**src/rtl/ws2812_frame_tx.sv**
```systemverilog
// WS2812 frame serializer: streams NUM_LEDS pixels from an external store, then latches.
// Optional per-channel brightness scaling when WS2812_BRIGHTNESS_EN is defined.
module ws2812_frame_tx #(
   parameter int NUM_LEDS   = 64,
   parameter int COLOR_BITS = 24,
   parameter int BIT_CYC    = 12,
   parameter int T0H_CYC    = 4,
   parameter int T1H_CYC    = 8,
   parameter int RESET_CYC  = 600,
   localparam int ADDR_W    = (NUM_LEDS > 1) ? $clog2(NUM_LEDS) : 1
) (
   input  logic                  clk,
   input  logic                  rst_n,
   input  logic                  start,
   input  logic                  auto_refresh,
`ifdef WS2812_BRIGHTNESS_EN
   input  logic [7:0]            brightness,
`endif
   output logic [ADDR_W-1:0]     pix_addr,
   input  logic [COLOR_BITS-1:0] pix_data,
   output logic                  dout,
   output logic                  busy,
   output logic                  frame_done
);

   localparam int CNT_MAX = (BIT_CYC > RESET_CYC) ? BIT_CYC : RESET_CYC;
   localparam int CNT_W   = $clog2(CNT_MAX + 1);
   localparam int BCNT_W  = $clog2(COLOR_BITS + 1);

   localparam logic [CNT_W-1:0]  BIT_LAST   = CNT_W'(BIT_CYC - 1);
   localparam logic [CNT_W-1:0]  RESET_LAST = CNT_W'(RESET_CYC - 1);
   localparam logic [CNT_W-1:0]  T0H_LIM    = CNT_W'(T0H_CYC);
   localparam logic [CNT_W-1:0]  T1H_LIM    = CNT_W'(T1H_CYC);
   localparam logic [BCNT_W-1:0] BITS_LAST  = BCNT_W'(COLOR_BITS - 1);
   localparam logic [ADDR_W-1:0] ADDR_LAST  = ADDR_W'(NUM_LEDS - 1);

   typedef enum logic [1:0] {IDLE, PREFETCH, SEND, LATCH} state_t;

   state_t                  state_reg, state_next;
   logic [ADDR_W-1:0]       pix_addr_reg, pix_addr_next;
   logic [COLOR_BITS-1:0]   shift_reg, shift_next;
   logic [BCNT_W-1:0]       bit_cnt_reg, bit_cnt_next;
   logic [CNT_W-1:0]        cyc_cnt_reg, cyc_cnt_next;
   logic                    last_pix_reg, last_pix_next;
   logic                    dout_reg, dout_next;
   logic                    frame_done_reg, frame_done_next;
   logic                    auto_pend_reg, auto_pend_next;
   logic                    load;
   logic [COLOR_BITS-1:0]   load_word;
   logic [CNT_W-1:0]        high_lim;

`ifdef WS2812_BRIGHTNESS_EN
   // Each byte lane scaled by (brightness+1)/256, so 255 is exact identity.
   for (genvar gi = 0; gi < COLOR_BITS / 8; gi++) begin : g_scale
      logic [15:0] prod;
      assign prod = (16'(pix_data[gi*8 +: 8]) * 16'(brightness)) + 16'(pix_data[gi*8 +: 8]);
      assign load_word[gi*8 +: 8] = 8'(prod >> 8);
   end
`else
   assign load_word = pix_data;
`endif

   assign high_lim = shift_reg[COLOR_BITS-1] ? T1H_LIM : T0H_LIM;

   always_ff @(posedge clk or negedge rst_n) begin
      if (!rst_n) begin
         state_reg      <= IDLE;
         pix_addr_reg   <= '0;
         shift_reg      <= '0;
         bit_cnt_reg    <= '0;
         cyc_cnt_reg    <= '0;
         last_pix_reg   <= 1'b0;
         dout_reg       <= 1'b0;
         frame_done_reg <= 1'b0;
         auto_pend_reg  <= 1'b0;
      end else begin
         state_reg      <= state_next;
         pix_addr_reg   <= pix_addr_next;
         shift_reg      <= shift_next;
         bit_cnt_reg    <= bit_cnt_next;
         cyc_cnt_reg    <= cyc_cnt_next;
         last_pix_reg   <= last_pix_next;
         dout_reg       <= dout_next;
         frame_done_reg <= frame_done_next;
         auto_pend_reg  <= auto_pend_next;
      end
   end

   always_comb begin
      state_next      = state_reg;
      pix_addr_next   = pix_addr_reg;
      shift_next      = shift_reg;
      bit_cnt_next    = bit_cnt_reg;
      cyc_cnt_next    = cyc_cnt_reg;
      last_pix_next   = last_pix_reg;
      dout_next       = 1'b0;
      frame_done_next = 1'b0;
      auto_pend_next  = auto_pend_reg;
      load            = 1'b0;

      case (state_reg)
         IDLE: begin
            // auto_pend only lives for the single IDLE cycle after LATCH
            auto_pend_next = 1'b0;
            if (start || auto_pend_reg) begin
               pix_addr_next = '0;
               cyc_cnt_next  = '0;
               bit_cnt_next  = '0;
               state_next    = PREFETCH;
            end
         end
         PREFETCH: begin
            load       = 1'b1;
            state_next = SEND;
         end
         SEND: begin
            dout_next = (cyc_cnt_reg < high_lim);
            if (cyc_cnt_reg == BIT_LAST) begin
               if (bit_cnt_reg == BITS_LAST) begin
                  if (last_pix_reg) begin
                     cyc_cnt_next = '0;
                     state_next   = LATCH;
                  end else begin
                     load = 1'b1;
                  end
               end else begin
                  shift_next   = shift_reg << 1;
                  bit_cnt_next = bit_cnt_reg + 1'b1;
                  cyc_cnt_next = '0;
               end
            end else begin
               cyc_cnt_next = cyc_cnt_reg + 1'b1;
            end
         end
         LATCH: begin
            if (cyc_cnt_reg == RESET_LAST) begin
               frame_done_next = 1'b1;
               auto_pend_next  = auto_refresh;
               cyc_cnt_next    = '0;
               state_next      = IDLE;
            end else begin
               cyc_cnt_next = cyc_cnt_reg + 1'b1;
            end
         end
         default: state_next = IDLE;
      endcase

      // Advancing the address here fetches the next pixel while this one is sent.
      if (load) begin
         shift_next    = load_word;
         bit_cnt_next  = '0;
         cyc_cnt_next  = '0;
         last_pix_next = (pix_addr_reg == ADDR_LAST);
         pix_addr_next = (pix_addr_reg == ADDR_LAST) ? pix_addr_reg : pix_addr_reg + 1'b1;
      end
   end

   assign pix_addr   = pix_addr_reg;
   assign dout       = dout_reg;
   assign busy       = (state_reg != IDLE);
   assign frame_done = frame_done_reg;

endmodule

```
**config.mk**
```make
export PLATFORM = sky130hd
export DESIGN_NAME = ws2812_frame_tx
export DESIGN_NICKNAME = d
export VERILOG_FILES = /design/src/rtl/ws2812_frame_tx.sv
export SDC_FILE = /design/constraint.sdc
export NUM_CORES = 1
export LEC_CHECK = 0
export CORE_MARGIN = 2
export CORE_UTILIZATION = 50
export DETAILED_ROUTE_END_ITERATION = 10
export GPL_TIMING_DRIVEN = 0
export PLACE_DENSITY = 0.7
export SLEW_MARGIN = 5
export SYNTH_ARGS = -nofsm -noshare
export SYNTH_HDL_FRONTEND = slang
export SYNTH_SLANG_ARGS = --single-unit
export TNS_END_PERCENT = 100
```
**constraint.sdc**
```tcl
create_clock -name clk -period 3.1 [get_ports clk]
set_input_delay 0.465 -clock clk [delete_from_list [all_inputs] [get_ports clk]]
set_output_delay 0.465 -clock clk [all_outputs]
set_load 0.1 [all_outputs]
```
==> results.json, run 1 <==
{
  "dpl.cell_count": 394,
  "drive_gt1_frac": 0.1030,
  "async_flop_share": 1.000,
  "placementRows": 27,
  "final_hold_viol_count": 0,
  "grt_overflow": 0,
  "outcome": "complete, no violations",
  "tritoncts": "yes",
  "gp_congestion": 0.8127,
  "grt_use_total": 0.2123,
  "syn_nets": 321,
  "netlist_area_um2": 2804,
  "yosysSeqAreaShare": 0.4552,
  "die_h_um": 78.89,
  "fillCellCount": 513,
  "clock_sinks": 51,
  "yosysWarnings": 0,
  "setup_viol": 0,
  "critical_path_required_ps": 2630,
  "routed_wl_um": 5873,
  "clockBufferDepth": 2,
  "coreArea_um2": 5473,
  "postCtsResizedCells": 0,
  "dpl_cell_area_um2": 3269,
  "utilization": 0.6129,
  "worst-path-stages": 4,
  "worstSetupEndpointType": "output pin",
  "detail_route.first_pass.iterations": 4,
  "htree_levels": 2,
  "tns_ps": 0,
  "initial_core_util": 0.5123,
  "vias": 2275,
  "r2r_cells": 6,
  "portBuffers": 36,
  "maxCapViolCount": 0,
  "arrival_ps": 2260,
  "clockRootBuffer": "clkbuf_8",
  "die_area_um2": 6223,
  "cts_setup_buffers": 0,
  "syn_avg_cell_area_um2": 9.838,
  "startpoint_type": "register",
  "path_cells": "inv_1 > ha_1 > inv_1 > clkdlybuf4s50_1",
  "drt-initial-drc-count": 152,
  "cp_common_cell": "inv_1",
  "cts_made_buffers": 5,
  "peakVddDrop_v": 0.0002171,
  "grt_pass1_wl_um": 10580,
  "clk_pin_slew_worst_paths_ps": 100,
  "min_period_over_period": 0.8796,
  "critical_path_class": "register to output pin",
  "synth-edff-count": 0,
  "synthCells": 285,
  "cts-hold-fix-buffers": 0,
  "ios": 37,
  "crit_buf_inv": 3,
  "maxSlewViolCount": 0,
  "die_width_um": 78.89,
  "worst_skew_pair.late_latency_ps": 300,
  "avgViaCountPerCell": 5.659,
  "stdcell_area_um2": 3354,
  "tightestPinTransition_ps": 965.4,
  "fin_cells": 402,
  "worstHoldPathType": "primary input to asynchronous set/reset pin",
  "area_delta_synth_final_pct": 19.63,
  "drc": 0,
  "n_antenna_cell": 0,
  "ant_nets": 0,
  "critical-path-max-stage-delay_ps": 1130,
  "antenna_found_initial": 0,
  "period_needed_ps": 2727,
  "leakage_nw": 1.390,
  "relSlewSlack": 0.3544,
  "cpMaxStageDelayCell": "clkdlybuf4s50_1",
  "crit_fanout": 6,
  "ys_ff_latch": 51,
  "power_density_nw_per_um2": 338.8,
  "routedWlPerCell_um": 14.61,
  "dp_hpwl_um": 4260,
  "largest_register_ffs": 24,
  "first_global_vias": 2285,
  "nets": 365,
  "synth_flop_cell": "dfrtp_1",
  "fmax_mhz": 366.7,
  "rsz0062_at_grt": "no",
  "finClkSkew_ps": 9.042,
  "grt_max_degree": 40,
  "critPathTopFamily": "buffers and inverters",
  "ys_types": 53,
  "hold_ws_ps": 38.89
}
-- synth_stat cells, types with 2 or more instances --
cell | count | area, µm²
o21a_1 | 3 | 22.52
and3_1 | 5 | 31.28
clkbuf_1 | 3 | 11.26
nor2_1 | 12 | 45.04
a31oi_1 | 4 | 25.02
o22ai_1 | 2 | 12.51
nand3b_1 | 2 | 15.01
o2bb2ai_1 | 3 | 26.28
mux2i_1 | 24 | 240.2
buf_4 | 2 | 15.01
a21oi_1 | 10 | 50.05
nor2b_1 | 3 | 18.77
ha_1 | 8 | 100.1
nor3_1 | 3 | 15.01
o21ai_0 | 18 | 90.09
mux2_2 | 4 | 45.04
nand4_1 | 5 | 31.28
dfrtp_1 | 51 | 1276
or3_1 | 2 | 12.51
and4_1 | 3 | 26.28
nand3_1 | 15 | 75.07
inv_1 | 5 | 18.77
nand4b_1 | 2 | 17.52
a22o_1 | 4 | 35.03
nand2_1 | 45 | 168.9
buf_6 | 4 | 45.04
o21ai_1 | 12 | 60.06
buf_2 | 5 | 25.02
nor4bb_1 | 2 | 20.02
-- worst reg2reg max path: stages, from the launching register on --
cell,delay (ps)
dfrtp_1,400
ha_1,250
nor4bb_1,370
nand4_1,220
a22oi_1,420
and3_1,300
mux2_2,340
-- kinds of logic after synthesis --
logic type / after synthesis / share of synthesized area
and+or+nand+nor: 112 / 0.2142
AOI/OAI and AO/OA: 66 / 0.1504
DFF: 51 / 0.4552
muxes: 28 / 0.1017
buffers and inverters: 20 / 0.04283
adders and majority gates: 8 / 0.03570
-- path summary, 6_finish.rpt --
kind	from	endpoint	slack, ps
worst max register to register	cyc_cnt_reg[0]$_DFFE_PN0P_	state_reg[1]$_DFFE_PN0P_	690
min in group clk	shift_reg[0]$_DFFE_PN0P_	shift_reg[0]$_DFFE_PN0P_	520
worst min-delay path	rst_n	dout$_DFF_PN0_	40
max in group asynchronous	rst_n	bit_cnt_reg[4]$_DFFE_PN0P_	2550
worst max-delay path	state_reg[0]$_DFFE_PN0P_	busy	370
worst min register to register	shift_reg[0]$_DFFE_PN0P_	shift_reg[0]$_DFFE_PN0P_	520
-- through the flow --
| step | worst slack, ps | power [mW] |
|---|---|---|
| final | 373.2 | 1.136 |
| after global routing | 261.0 | 1.185 |
| after CTS | 359.4 | 1.147 |
| after detailed placement | 694.5 | 0.7735 |
| after global placement | 51.29 | 0.7694 |
| after floorplan | 891.8 | 0.7171 |
-- report_power, final --
group,internal (mW),switching (mW)
clock,0.158,0.220
sequential,0.679,0.00736
combinational,0.0414,0.0309
-- area by class of cell --
| type | instances | area, µm² | area share |
|---|---|---|---|
| plain buffers | 15 | 101.3 | 0.03021 |
| repair buffers | 37 | 375.4 | 0.1119 |
| clock buffers | 6 | 72.57 | 0.02163 |
| inverters | 5 | 18.77 | 0.005595 |
| well taps | 72 | 90.09 | 0.02686 |
| multi-input cells | 214 | 1408 | 0.4196 |
| clock inverters | 2 | 12.51 | 0.003730 |
| flip-flops and latches | 51 | 1276 | 0.3805 |
-- per-layer routing --
| metal | vias to the layer above | track usage | share of wire |
|---|---|---|---|
| met2 | 30 | 0.3368 | 0.46 |
| met5 | - | 0 | 0 |
| li1 | 1129 | - | - |
| met3 | 9 | 0.03750 | 0.026 |
| met4 | 0 | 0.06724 | 0.014 |
| met1 | 1107 | 0.2976 | 0.50 |
-- cells in the final DEF, fill, tap and decap left out, types with 2 or more instances in the layout --
cell / Yosys / final
a21oi_1: 10 / 10
nand4b_1: 2 / 2
o2bb2ai_1: 3 / 3
nor2b_1: 3 / 3
buf_4: 2 / 2
nand3b_1: 2 / 2
and3_1: 5 / 5
inv_1: 5 / 5
a22o_1: 4 / 4
nand2_1: 45 / 45
or3_1: 2 / 2
nand4_1: 5 / 5
clkbuf_1: 3 / 4
o21ai_0: 18 / 18
dfrtp_1: 51 / 51
clkbuf_8: 0 / 5
nand3_1: 15 / 15
nor3_1: 3 / 3
mux2_2: 4 / 4
nor2_1: 12 / 12
o21a_1: 3 / 3
buf_6: 4 / 4
clkdlybuf4s50_1: 0 / 35
ha_1: 8 / 8
and4_1: 3 / 3
o21ai_1: 12 / 12
buf_2: 5 / 6
mux2i_1: 24 / 24
a31oi_1: 4 / 4
o22ai_1: 2 / 2
nor4bb_1: 2 / 2
Note: power is estimated with default switching activity, not from simulation.
==> run 2, diff against run 1 <==
- SETUP_SLACK_MARGIN: unset -> 0.5
==> results.json, run 2 (synthesized netlist as in run 1, its figures left out) <==
{
  "grt_pass1_wl_um": 10580,
  "final_hold_viol_count": 0,
  "worstHoldPathType": "primary input to asynchronous set/reset pin",
  "portBuffers": 36,
  "outcome": "complete, no violations",
  "tritoncts": "yes",
  "crit_buf_inv": 3,
  "critical_path_required_ps": 2630,
  "power_density_nw_per_um2": 338.9,
  "routedWlPerCell_um": 14.61,
  "path_cells": "inv_1 > ha_1 > inv_1 > dlygate4sd2_1",
  "tightestPinTransition_ps": 965.4,
  "die_h_um": 78.89,
  "clk_pin_slew_worst_paths_ps": 100,
  "maxCapViolCount": 0,
  "n_antenna_cell": 0,
  "dpl.cell_count": 394,
  "clockRootBuffer": "clkbuf_8",
  "arrival_ps": 1980,
  "detail_route.first_pass.iterations": 4,
  "relSlewSlack": 0.3544,
  "grt_use_total": 0.2123,
  "initial_core_util": 0.5123,
  "rsz0062_at_grt": "no",
  "setup_viol": 0,
  "grt_max_degree": 40,
  "drt-initial-drc-count": 152,
  "fin_cells": 402,
  "finClkSkew_ps": 8.967,
  "cts_made_buffers": 5,
  "coreArea_um2": 5473,
  "fmax_mhz": 409.0,
  "nets": 365,
  "drc": 0,
  "leakage_nw": 1.388,
  "worstSetupEndpointType": "output pin",
  "critPathTopFamily": "buffers and inverters",
  "first_global_vias": 2285,
  "antenna_found_initial": 0,
  "grt_overflow": 0,
  "htree_levels": 2,
  "setup_slack_ps": 654.9,
  "period_needed_ps": 2445,
  "clockBufferDepth": 2,
  "pre_cts_slack_ps": 694.5,
  "die_area_um2": 6223,
  "largest_register_ffs": 24,
  "startpoint_type": "register",
  "dp_hpwl_um": 4260,
  "vias": 2279,
  "drive_gt1_frac": 0.1030,
  "cpMaxStageDelayCell": "dlygate4sd2_1",
  "ant_nets": 0,
  "peakVddDrop_v": 0.0002171,
  "gp_congestion": 0.8127,
  "die_width_um": 78.89,
  "maxSlewViolCount": 0,
  "cp_common_cell": "inv_1",
  "clock_sinks": 51,
  "placementRows": 27,
  "mostFrequentLayoutCells": "dfrtp_1, nand2_1, clkdlybuf4s50_1",
  "avgViaCountPerCell": 5.669,
  "tns_ps": 0,
  "crit_fanout": 6,
  "critical_path_class": "register to output pin",
  "mostFrequentLayoutCell": "dfrtp_1",
  "worst_skew_pair.late_latency_ps": 300,
  "ios": 37,
  "critical-path-max-stage-delay_ps": 850,
  "routed_wl_um": 5874,
  "min_period_over_period": 0.7887,
  "area_delta_synth_final_pct": 19.59
}
-- run 2: cell count changes in the layout (fill, tap and decap cells not counted), sizes merged --
cell	before	now
clkdlybuf4s50	35	34
dlygate4sd2	0	1
-- run 2: worst reg2reg max path, cell delays in order, from the launching register on --
cell      delay, ps
dfrtp_1         400
ha_1            250
nor4bb_1        370
nand4_1         220
a22oi_1         420
and3_1          300
mux2_2          340
-- run 2: power breakdown --
part / total, mW / leakage (nW) / switching (mW) / internal [mW]
Sequential: 0.686 / 0.629 / 0.00736 / 0.679
Combinational: 0.0723 / 0.718 / 0.0309 / 0.0414
Clock: 0.378 / 0.0412 / 0.220 / 0.158
Total: 1.14 / 1.39 / 0.258 / 0.878
-- run 2: what timing repair did --
item | 4_1_cts | 5_1_grt
endpoints found under the setup margin | 1 | 0
resized for setup | 1 | 0
setup buffers | 0 | 0
hold buffers | 0 | 0
-- run 2: worst paths after layout --
path	endpoint	startpoint	slack, ps	cells after the start
max in group asynchronous	bit_cnt_reg[4]$_DFFE_PN0P_	rst_n	2550	2
min in group clk	shift_reg[0]$_DFFE_PN0P_	shift_reg[0]$_DFFE_PN0P_	520	2
setup reg to reg	state_reg[1]$_DFFE_PN0P_	cyc_cnt_reg[0]$_DFFE_PN0P_	690	6
hold / removal	dout$_DFF_PN0_	rst_n	40	1
setup / recovery	busy	state_reg[0]$_DFFE_PN0P_	650	4
hold reg to reg	shift_reg[0]$_DFFE_PN0P_	shift_reg[0]$_DFFE_PN0P_	520	2
-- run 2: layer usage --
layer	vias to the layer above	global-route usage	part of all wire
met5	-	0	0
met4	0	0.06724	0.014
met3	9	0.03750	0.026
met2	30	0.3368	0.46
met1	1111	0.2976	0.50
li1	1129	-	-
-- run 2: area by class of cell --
cell class	count	area [µm²]
fill	514	2120
multi-input combinational	214	1408
inverter	5	18.77
timing repair buffer	37	374.1
tap	72	90.09
sequential	51	1276
clock buffer	6	72.57
buffer	15	101.3
clock inverter	2	12.51
-- run 2: metrics by stage --
stage	util	total power, mW	hold slack [ps]	instance area (µm²)
floorplan	-	0.7171	169.4	2804
global placement	0.5947	0.7694	494.6	3254
detailed placement	0.5974	0.7735	380.0	3269
CTS	0.6127	1.147	43.99	3353
global route	0.6127	1.185	45.12	3353
finish	0.6127	1.136	39.01	3353
==> run 3, diff against run 2 <==
- clock period: 3.1 -> 2.35 ns (I/O delays scaled with it)
==> results.json, run 3 (synthesized netlist as in run 1, its figures left out) <==
{
  "outcome": "complete, no violations",
  "met3WireLength_um": 374,
  "stdcell_area_um2": 4207,
  "rsz0062_at_grt": "yes",
  "portBuffers": 36,
  "htree_levels": 2,
  "drc": 0,
  "crit_fanout": 5,
  "initial_core_util": 0.5123,
  "mostFrequentLayoutCell": "nand2_1",
  "dp_hpwl_um": 4350,
  "final_hold_viol_count": 0,
  "setup_viol": 0,
  "peakVddDrop_v": 0.0002912,
  "wl_met1_um": 3302,
  "leakage_nw": 1.736,
  "maxSlewViolCount": 0,
  "avgViaCountPerCell": 5.869,
  "critical_path_required_ps": 2550,
  "routed_wl_um": 8037,
  "clock_sinks": 51,
  "period_needed_ps": 2104,
  "critical_path_class": "register to register",
  "fillCellCount": 337,
  "mostFrequentLayoutCells": "nand2_1, dfrtp_1, clkdlybuf4s50_1",
  "hold_ws_ps": 3.235,
  "maxCapViolCount": 0,
  "grt_overflow": 0,
  "dr.max_layer_used": "met4",
  "clk_pin_slew_worst_paths_ps": 90,
  "grt_use_total": 0.2412,
  "wl_met2_um": 4147,
  "startpoint_type": "register",
  "coreArea_um2": 5473,
  "utilization": 0.7686,
  "drt-initial-drc-count": 127,
  "ios": 37,
  "tightestPinTransition_ps": 953.9,
  "power_density_nw_per_um2": 359.2,
  "grt_max_degree": 32,
  "drive_gt1_frac": 0.3790,
  "gp_congestion": 0.8254,
  "dpl.cell_count": 394,
  "ant_nets": 0,
  "arrival_ps": 2310,
  "min_period_over_period": 0.8952,
  "placementRows": 27,
  "fmax_mhz": 475.4,
  "vias": 2606,
  "first_global_vias": 2495,
  "largest_register_ffs": 24,
  "clockBufferDepth": 2,
  "dpl_cell_area_um2": 3339,
  "tritoncts": "yes",
  "area_delta_synth_final_pct": 50.02,
  "die_area_um2": 6223,
  "worstHoldPathType": "primary input to asynchronous set/reset pin",
  "clockRootBuffer": "clkbuf_8",
  "detail_route.first_pass.iterations": 4,
  "die_width_um": 78.89,
  "cts_made_buffers": 5,
  "grt_pass1_wl_um": 11950,
  "worstSetupEndpointType": "register",
  "routedWlPerCell_um": 18.10,
  "multi_input_area_um2": 1732,
  "n_antenna_cell": 0,
  "worst_skew_pair.late_latency_ps": 310,
  "die_h_um": 78.89,
  "cts-hold-fix-buffers": 0,
  "finClkSkew_ps": 6.247,
  "regArea_um2": 1292,
  "antenna_found_initial": 0,
  "relSlewSlack": 0.3666,
  "nets": 407,
  "fin_cells": 444
}
[run 3: cell count changes in the layout (fill, tap and decap cells not counted), moves of 8 or more]
cell             change
buf_4               +23
buf_6               +15
o21ai_0             -14
o21ai_1             +13
a21oi_1              -9
dfrtp_1              -9
a21oi_2              +8
clkdlybuf4s50_1      -8
[run 3: routing by layer]
metal,track usage,vias to the layer above
met5,0,-
met4,0.07586,0
met3,0.03409,21
met2,0.4145,94
met1,0.3174,1273
li1,-,1218
[run 3: final timing paths]
check / startpoint / end / slack, ps / cells past startpoint
max: state_reg[0]$_DFFE_PN0P_ / pix_addr[0]$_DFFE_PN0P_ / 250 / 8
min: rst_n / shift_reg[8]$_DFFE_PN0P_ / 3 / 1
max in group asynchronous: rst_n / cyc_cnt_reg[5]$_DFFE_PN0P_ / 1790 / 2
min in group clk: shift_reg[0]$_DFFE_PN0P_ / shift_reg[0]$_DFFE_PN0P_ / 520 / 2
min reg2reg: shift_reg[0]$_DFFE_PN0P_ / shift_reg[0]$_DFFE_PN0P_ / 520 / 2
max reg2reg: state_reg[0]$_DFFE_PN0P_ / pix_addr[0]$_DFFE_PN0P_ / 250 / 8
[run 3: cell type report]
type | instances | share of cell area
Buffer | 15 | 0.04283
Timing Repair Buffer | 79 | 0.1913
Clock inverter | 2 | 0.002974
Tap cell | 72 | 0.02142
Inverter | 5 | 0.005354
Sequential cell | 51 | 0.3073
Multi-Input combinational cell | 214 | 0.4117
Clock buffer | 6 | 0.01725
[run 3: per-stage QoR]
step / setup WS [ps] / setup TNS (ps) / power [mW]
after detailed placement: 32.47 / 0 / 1.020
after global routing: 197.2 / 0 / 1.562
after floorplan: 344.8 / 0 / 0.9460
final: 246.4 / 0 / 1.511
after global placement: -935.7 / -31600 / 1.015
after CTS: 339.8 / 0 / 1.508
[run 3: report_power, final]
part           internal [mW]  switching, mW  total (mW)
logic                 0.0555         0.0424      0.0980
clock network          0.209          0.299       0.508
registers              0.895         0.0103       0.905
[run 3: worst max-delay path, cell delays in order (launching register included)]
cell and delay [ps]:
dfrtp_1 400, inv_2 90, ha_4 150, nor4b_4 220
and4_4 290, o21a_1 150, buf_6 130, mux2_4 310
mux2_4 260
[run 3: what timing repair did]
action,CTS,global route
setup endpoints to repair,58,52
resized for setup,77,62
setup buffers,27,10
cloned,3,2
pin swaps,17,36
